## src/rtl/seq_bit_serializer.sv

```systemverilog
// Parallel-to-serial stage: W-bit words in over valid/ready, shifted out MSB first, gapless back-to-back.
// Optional even-parity trailer bit per word is enabled by defining SEQ_SER_PARITY_EN.
module seq_bit_serializer #(
    parameter int unsigned W          = 8,
    parameter logic        IDLE_LEVEL = 1'b0
) (
    input  logic         clk,
    input  logic         rst,
    input  logic [W-1:0] in_data,
    input  logic         in_valid,
    output logic         in_ready,
    output logic         ser_data,
    output logic         ser_valid,
    output logic         busy,
    output logic         word_done
);

    localparam int unsigned    CW   = $clog2(W);
    localparam logic [CW-1:0] LAST = CW'(W - 1);

`ifdef SEQ_SER_PARITY_EN
    typedef enum logic [1:0] {ST_IDLE = 2'd0, ST_SHIFT = 2'd1, ST_PARITY = 2'd2} state_t;
    logic par_q, par_d;
`else
    typedef enum logic [1:0] {ST_IDLE = 2'd0, ST_SHIFT = 2'd1} state_t;
`endif

    state_t         state_q, state_d;
    logic [W-1:0]   shreg_q, shreg_d;
    logic [CW-1:0]  cnt_q, cnt_d;
    logic           ser_data_q, ser_data_d;
    logic           ser_valid_q, ser_valid_d;
    logic           word_done_q, word_done_d;
    logic           ready_s;
    logic           accept_s;

    // Ready decode: the only combinational output, held low throughout reset.
    always_comb begin
        ready_s = 1'b0;
        if (rst) begin
            ready_s = 1'b0;
        end else begin
            case (state_q)
                ST_IDLE:   ready_s = 1'b1;
`ifdef SEQ_SER_PARITY_EN
                ST_SHIFT:  ready_s = 1'b0;
                ST_PARITY: ready_s = 1'b1;
`else
                ST_SHIFT:  ready_s = (cnt_q == LAST);
`endif
                default:   ready_s = 1'b0;
            endcase
        end
    end

    assign accept_s = in_valid && ready_s;

    // Next-state and next-output computation; outputs are decoded from the next state so they register cleanly.
    always_comb begin
        state_d = state_q;
        shreg_d = shreg_q;
        cnt_d   = cnt_q;
`ifdef SEQ_SER_PARITY_EN
        par_d   = par_q;
`endif
        case (state_q)
            ST_IDLE: begin
                if (accept_s) begin
                    state_d = ST_SHIFT;
                    shreg_d = in_data;
                    cnt_d   = '0;
`ifdef SEQ_SER_PARITY_EN
                    par_d   = ^in_data;
`endif
                end else begin
                    state_d = ST_IDLE;
                end
            end
            ST_SHIFT: begin
                if (cnt_q != LAST) begin
                    shreg_d = {shreg_q[W-2:0], 1'b0};
                    cnt_d   = cnt_q + CW'(1);
                end else begin
                    cnt_d = '0;
`ifdef SEQ_SER_PARITY_EN
                    state_d = ST_PARITY;
`else
                    // Reloading on the last bit is what makes consecutive words gapless.
                    if (accept_s) begin
                        state_d = ST_SHIFT;
                        shreg_d = in_data;
                    end else begin
                        state_d = ST_IDLE;
                    end
`endif
                end
            end
`ifdef SEQ_SER_PARITY_EN
            ST_PARITY: begin
                cnt_d = '0;
                if (accept_s) begin
                    state_d = ST_SHIFT;
                    shreg_d = in_data;
                    par_d   = ^in_data;
                end else begin
                    state_d = ST_IDLE;
                end
            end
`endif
            default: begin
                state_d = ST_IDLE;
                cnt_d   = '0;
            end
        endcase

        ser_valid_d = (state_d != ST_IDLE);
        case (state_d)
            ST_SHIFT:  ser_data_d = shreg_d[W-1];
`ifdef SEQ_SER_PARITY_EN
            ST_PARITY: ser_data_d = par_d;
`endif
            default:   ser_data_d = IDLE_LEVEL;
        endcase
`ifdef SEQ_SER_PARITY_EN
        word_done_d = (state_d == ST_PARITY);
`else
        word_done_d = (state_d == ST_SHIFT) && (cnt_d == LAST);
`endif
    end

    // State and output registers with synchronous reset.
    always_ff @(posedge clk) begin
        if (rst) begin
            state_q     <= ST_IDLE;
            shreg_q     <= '0;
            cnt_q       <= '0;
            ser_data_q  <= IDLE_LEVEL;
            ser_valid_q <= 1'b0;
            word_done_q <= 1'b0;
`ifdef SEQ_SER_PARITY_EN
            par_q       <= 1'b0;
`endif
        end else begin
            state_q     <= state_d;
            shreg_q     <= shreg_d;
            cnt_q       <= cnt_d;
            ser_data_q  <= ser_data_d;
            ser_valid_q <= ser_valid_d;
            word_done_q <= word_done_d;
`ifdef SEQ_SER_PARITY_EN
            par_q       <= par_d;
`endif
        end
    end

    assign in_ready  = ready_s;
    assign ser_data  = ser_data_q;
    assign ser_valid = ser_valid_q;
    assign busy      = ser_valid_q;
    assign word_done = word_done_q;

endmodule
```

## config.mk

```make
export PLATFORM = sky130hd
export DESIGN_NAME = seq_bit_serializer
export DESIGN_NICKNAME = d
export VERILOG_FILES = /design/src/rtl/seq_bit_serializer.sv
export SDC_FILE = /design/constraint.sdc
export NUM_CORES = 1
export LEC_CHECK = 0
export ABC_CLOCK_PERIOD_IN_PS = 1500
export CAP_MARGIN = 10
export CORE_MARGIN = 2
export CORE_UTILIZATION = 40
export CTS_BUF_LIST = sky130_fd_sc_hd__clkbuf_4
export DETAILED_ROUTE_END_ITERATION = 10
export PLACE_DENSITY = 0.67
export SLEW_MARGIN = 10
export SYNTH_ARGS = -nofsm -noshare
export SYNTH_HDL_FRONTEND = slang
export SYNTH_SLANG_ARGS = --single-unit
```

## constraint.sdc

```tcl
create_clock -name clk -period 1.5 [get_ports clk]
set_clock_uncertainty 0.15 [all_clocks]
set_input_delay 0.3 -clock clk [delete_from_list [all_inputs] [get_ports clk]]
set_output_delay 0.3 -clock clk [all_outputs]
set_load 0.02 [all_outputs]
```

==> results.toml, run 1 <==
[worst_setup_path]
cp_cell_sequence = "ha_4, ha_4, and2b_2, nor3_4, buf_6"
path_delay_family = "simple AND/OR/NAND/NOR gates"
cp_data_required_time_ps = 1050
crit_fanout = 2
setup.worst_path.class = "reg -> out"
cp_data_arrival_time_ps = 1430
critPathLaunchType = "flop"
worst_path_max_delay_cell = "dfxtp_2"
crit_path_end_kind = "primary output"
timing.critical_path.slowest_cell_delay_ps = 360
crit_path_frequent_cell = "ha_4"
worst-path-buf-inv = 1

[global_route]
grt_pass1_vias = 662
grt-ovfl-total = 0
grt.total_usage_pct = 17.7
grt_pass1_wl_mm = 2.76
number_of_antenna_violations_at_the_first_check_in_global_routing = 0
grt_start_max_net_pins = 21

[cts]
clkLatencyLatePin_ps = 280
htree_levels = 1
cts-buffers-inserted = 3
clock_sink_count = 16
root_buffer = "clkbuf_4"
clk_pin_slew_worst_paths_ps = 90
cts_tree = "done"
max-clock-path-buffers = 2

[flow_run]
maximum_capacitance_violations = 0

[finish]
drive_above_1_share_pct = 39.8
postLayoutCoreUtil_pct = 65.1
antennaDiodeCount = 0
layout-area-overhead-vs-synth_pct = 49.0
final_cell_mix = "14 x dfxtp_1, 10 x clkdlybuf4s50_1, 10 x buf_4"
final_common_cell = "dfxtp_1"
final_net_count = 127
filler_cell_count = 170
post-route-cell-area_um2 = 1150
layout.cells.non_filler = 138

[route]
residual_drc_count = 0
routed_wire_length_per_instance_um = 12.2
vias_per_cell = 5.19
number_of_detailed_routing_iterations_run_before_antenna_repair = 4
wl_mm = 1.68
antenna_left = 0
drt_iter0_markers = 12
dr_total_vias = 716

[timing]
timing.final.hold_violations = 0
timing.final.crit_share_pct = 125
setup_viol = 14
setup_ws_ps = -376
report.final.slew_viol_count = 0
whs_ps = 330
time_the_final_worst_path_needs_with_i_o_delays_and_setup_ps = 1880
grt_setup_unrepaired = "true"
max_freq_ghz = 0.533

[placement]
port_buffers = 15
dpl_cell_area_um2 = 1060
routabilityCongestion = 0.805
pre_cts_ws_ps = -567
place.detailed.instances = 133
dpl.hpwl_mm = 1.16

[synthesis]
netlist_area_um2 = 771
seq_area_frac_synth_pct = 41.6
syn_area_per_cell_um2 = 8.96
synth.net_count = 99
yosys_warnings = 0
post_synth_inst_count = 86
synth_seq_cells = 16
yosys.cell_types.count = 26

[floorplan]
floorplan.die.width_um = 47.9
starting_density_of_the_core_pct = 43.7
std_cell_rows = 15
core_area_um2 = 1760
floorplan.die.height_um = 47.9
die_area_um2 = 2290
top_level_ports = 16

[power_and_ir_drop]
power.internal_uw = 631
p_comb_share_pct = 20.0
psw_uw = 221
ir_worst_vdd_mv = 0.466
p_sw_share_pct = 25.9
powerDensity_nw_per_um2 = 742
power.clock.fraction_pct = 26.7
cellLeakagePower_nw = 0.468
power_frac_seq_pct = 53.2

[run_status]
violations = "negative setup slack"
status = "finished, violations left"

[min_path]
hp-class = "reg -> reg"
through the flow:
step | TNS, ps | power (mW)
2_1_floorplan | -195 | 0.547
3_5_place_dp | -5230 | 0.615
4_1_cts | -1530 | 0.867
3_3_place_gp | -5270 | 0.614
5_1_grt | -2580 | 0.899
6_report | -1600 | 0.853
synth_stat cells:
cell / n / area share (%)
inv_1: 2 / 0.97
o22a_1: 1 / 1.1
nor3_1: 4 / 2.6
nor3b_1: 1 / 0.97
o21ai_0: 3 / 1.9
a22oi_1: 2 / 1.9
nand2b_2: 1 / 1.1
conb_1: 1 / 0.49
and2b_2: 3 / 3.4
buf_2: 2 / 1.3
nand3_1: 4 / 2.6
nor4_2: 1 / 1.6
nand2b_1: 2 / 1.6
a21oi_1: 7 / 4.5
a31oi_1: 1 / 0.81
buf_4: 1 / 0.97
dfxtp_1: 16 / 42
and4_2: 1 / 1.3
a211o_2: 5 / 6.5
nor2_1: 10 / 4.9
mux2i_1: 5 / 6.5
clkbuf_1: 1 / 0.49
a311oi_1: 1 / 1.1
buf_6: 2 / 2.9
nand2_1: 7 / 3.4
ha_1: 2 / 3.2
registers in the layout, summed over array words and instances, names as in the netlist:
register and flops:
shreg_q 8, word_done 1, cnt_q 3, busy 1, state_q 2, ser_data 1
power groups by stage:
| stage | sequential [mW] | combinational, mW | clock [mW] |
|---|---|---|---|
| final | 0.454 | 0.171 | 0.228 |
| after global routing | 0.456 | 0.185 | 0.258 |
| after global placement | 0.463 | 0.151 | 0 |
| after CTS | 0.454 | 0.167 | 0.246 |
| after detailed placement | 0.464 | 0.151 | 0 |
| after floorplan | 0.464 | 0.0831 | 0 |
repair_timing:
item                       in CTS  in global routing
gates resized for setup        24                  4
setup endpoints to repair      18                 16
buffers inserted                0                  0
pin swaps                       3                  2
hold buffers                    0                  0
gates cloned                    1                  0
kinds of logic (layout without fill, tap and decap cells):
logic type,Yosys count,in the layout,share of synthesized area [%]
DFF,16,16,41.6
other,1,1,0.487
AOI/OAI and AO/OA,20,20,18.0
buffers and inverters,8,35,6.66
and+or+nand+nor,34,34,23.5
adders and majority gates,2,2,3.25
muxes,5,5,6.49
layer usage:
metal | up-vias | global-route usage, % | part of all wire [%]
li1 | 361 | - | -
met3 | 2 | 4.53 | 5.1
met1 | 339 | 22.8 | 47
met4 | 0 | 9.73 | 0.83
met2 | 14 | 26.9 | 47
met5 | - | 0 | 0
layout make-up:
| cell class | count | area (um2) | area share (%) |
|---|---|---|---|
| timing repair buffer | 29 | 267 | 23.2 |
| tap | 25 | 31.3 | 2.72 |
| multi-input combinational | 62 | 494 | 43.0 |
| sequential | 16 | 323 | 28.1 |
| clock inverter | 1 | 3.75 | 0.327 |
| inverter | 2 | 7.51 | 0.654 |
| clock buffer | 3 | 22.5 | 1.96 |
worst paths after layout:
path / depth (start not counted) / to / slack (ps) / start
setup / recovery: 5 / in_ready / -380 / cnt_q[1]
hold / removal: 2 / shreg_q[0] / 330 / shreg_q[0]
setup reg to reg: 7 / ser_data / -180 / cnt_q[1]
hold reg to reg: 2 / shreg_q[0] / 330 / shreg_q[0]
worst reg2reg max path: cells and delay by family, from the launching register on:
family,cells,cell delay [ps]
and+or+nand+nor,3,330
adders and majority gates,2,310
DFF,1,350
buffers and inverters,1,150
AOI/OAI and AO/OA,1,280
Power figures use the tool's default switching activity.
==> run 2: changes to the inputs <==
--- a/config.mk
+++ b/config.mk
@@ -10,6 +10,6 @@
 export CORE_MARGIN = 2
-export CORE_UTILIZATION = 40
+export CORE_UTILIZATION = 30
 export CTS_BUF_LIST = sky130_fd_sc_hd__clkbuf_4
 export DETAILED_ROUTE_END_ITERATION = 10
-export PLACE_DENSITY = 0.67
+export RECOVER_POWER = 50
 export SLEW_MARGIN = 10
--- a/constraint.sdc
+++ b/constraint.sdc
@@ -4,2 +4,2 @@
 set_output_delay 0.3 -clock clk [all_outputs]
-set_load 0.02 [all_outputs]
+set_load 0.05 [all_outputs]
==> results.toml, run 2 (synthesized netlist as in run 1, its figures left out) <==
[run_status]
status = "finished, violations left"
violations = "negative setup slack"

[cts]
max-clock-path-buffers = 2
clk_pin_slew_worst_paths_ps = 90
clock_sink_count = 16
clkLatencyLatePin_ps = 280
htree_levels = 1
cts_hold_buffers = 0
cts_tree = "done"
cts-buffers-inserted = 3
root_buffer = "clkbuf_4"

[worst_setup_path]
worstReg2RegStart = "cnt_q[1]"
cp_data_arrival_time_ps = 1500
timing.critical_path.from = "cnt_q[1]"
critPathLaunchType = "flop"
reg2regPathDepth = 7
crit_path_end_kind = "primary output"
cp_data_required_time_ps = 1050
setup.worst_path.class = "reg -> out"
crit_fanout = 2

[finish]
layout-area-overhead-vs-synth_pct = 57.6
drive_above_1_share_pct = 46.1
antennaDiodeCount = 0
regMostFlops = "shreg_q"
reg_top3 = "shreg_q (8), cnt_q (3), state_q (2)"
layout.cells.non_filler = 145
final_cell_mix = "14 x dfxtp_1, 11 x buf_4, 10 x clkdlybuf4s50_1"
final_net_count = 129
filler_cell_count = 236
final_common_cell = "dfxtp_1"
largest_reg_flops = 8
post-route-cell-area_um2 = 1210

[timing]
report.final.slew_viol_count = 0
max_freq_ghz = 0.512
setup_viol = 13
timing.final.crit_share_pct = 130
grt_setup_unrepaired = "true"
whs_ps = 339
timing.final.hold_violations = 0
setup_ws_ps = -452
timing.setup.tns_ps = -1760
time_the_final_worst_path_needs_with_i_o_delays_and_setup_ps = 1950

[route]
dr_total_vias = 700
antenna_left = 0
sum_of_routed_wire_segments_on_met1_um = 796
routed_wire_length_per_instance_um = 12.7
number_of_detailed_routing_iterations_run_before_antenna_repair = 4
residual_drc_count = 0
met2_length_um = 926
dr.max_layer_used = "met4"
wl_mm = 1.84
vias_per_cell = 4.83
wire_length_on_met3_um = 100
drt_iter0_markers = 5

[min_path]
worstHoldStart = "shreg_q[4]"
hp-class = "reg -> reg"
worstHoldPathCells = 2

[power_and_ir_drop]
power.internal_uw = 648
power.clock.fraction_pct = 26.1
ir_worst_vdd_mv = 0.434
psw_uw = 248
p_comb_share_pct = 22.7
p_sw_share_pct = 27.7
powerDensity_nw_per_um2 = 738
power_frac_seq_pct = 51.2
cellLeakagePower_nw = 0.477

[floorplan]
starting_density_of_the_core_pct = 31.4
top_level_ports = 16
core_area_um2 = 2450
floorplan.die.width_um = 54.7
floorplan.die.height_um = 54.7
die_area_um2 = 2990
std_cell_rows = 18

[placement]
port_buffers = 15
dpl.hpwl_mm = 1.25
place.detailed.instances = 140
routabilityCongestion = 0.736
pre_cts_ws_ps = -313
dpl_cell_area_um2 = 1120

[global_route]
grt-ovfl-total = 0
grt.total_usage_pct = 14.6
grt_pass1_vias = 733
number_of_antenna_violations_at_the_first_check_in_global_routing = 0
grt_pass1_wl_mm = 3.07
grt_start_max_net_pins = 10

[flow_run]
maximum_capacitance_violations = 0
[run 2: cell types whose count changed in the layout (fill, tap and decap cells not counted), moves of 2 or more]
| cell | delta |
|---|---|
| clkbuf_2 | +3 |
| a211o_4 | +3 |
| buf_12 | +2 |
| dlygate4sd2_1 | -4 |
| a211o_2 | -3 |
| nand3_2 | +2 |
| nand3_1 | -2 |
[run 2: path summary, 6_finish.rpt]
| kind | endpoint | slack [ps] |
|---|---|---|
| hold / removal | shreg_q[4] | 340 |
| hold reg to reg | shreg_q[4] | 340 |
| setup / recovery | in_ready | -450 |
| setup reg to reg | shreg_q[7] | -210 |
[run 2: metrics by stage]
stage	utilization (%)	total power, mW
2_1_floorplan	-	0.557
3_3_place_gp	45.7	0.639
3_5_place_dp	45.7	0.641
4_1_cts	51.5	0.912
5_1_grt	49.5	0.940
6_report	49.5	0.896
[run 2: area by class of cell]
| cell class | count | area (um2) | area share (%) |
|---|---|---|---|
| Multi-Input combinational cell | 62 | 527 | 43.4 |
| Sequential cell | 16 | 323 | 26.6 |
| Timing Repair Buffer | 31 | 294 | 24.2 |
| Tap cell | 30 | 37.5 | 3.09 |
| Clock buffer | 3 | 22.5 | 1.85 |
| Inverter | 2 | 7.51 | 0.618 |
| Clock inverter | 1 | 3.75 | 0.309 |
[run 2: critical path, stage by stage (launching register included)]
cell	delay [ps]
dfxtp_2	360
ha_4	140
ha_4	120
and2b_2	240
nor3_4	180
buf_12	170
[run 2: what timing repair did]
action | in CTS | in global routing
pin swaps | 10 | 6
buffers inserted | 4 | 1
gates resized for setup | 23 | 6
setup endpoints to repair | 11 | 13
[run 2: metal layers]
metal / vias up / GRT usage (%)
li1: 358 / -
met1: 323 / 15.8
met2: 17 / 27.2
met5: - / 0
met4: 0 / 6.25
met3: 2 / 2.73
[run 2: power groups by stage]
stage	Clock (mW)	Combinational, mW	Sequential, mW
floorplan	0	0.0891	0.468
global placement	0	0.172	0.466
detailed placement	0	0.174	0.467
CTS	0.243	0.210	0.459
global route	0.260	0.219	0.461
finish	0.234	0.203	0.458
==> run 3: changes to the inputs <==
Settings changed: CTS_CLUSTER_DIAMETER from default to 30.
==> results of run 3 <==
No change in the layout: final DEF, timing and power equal those of run 2.
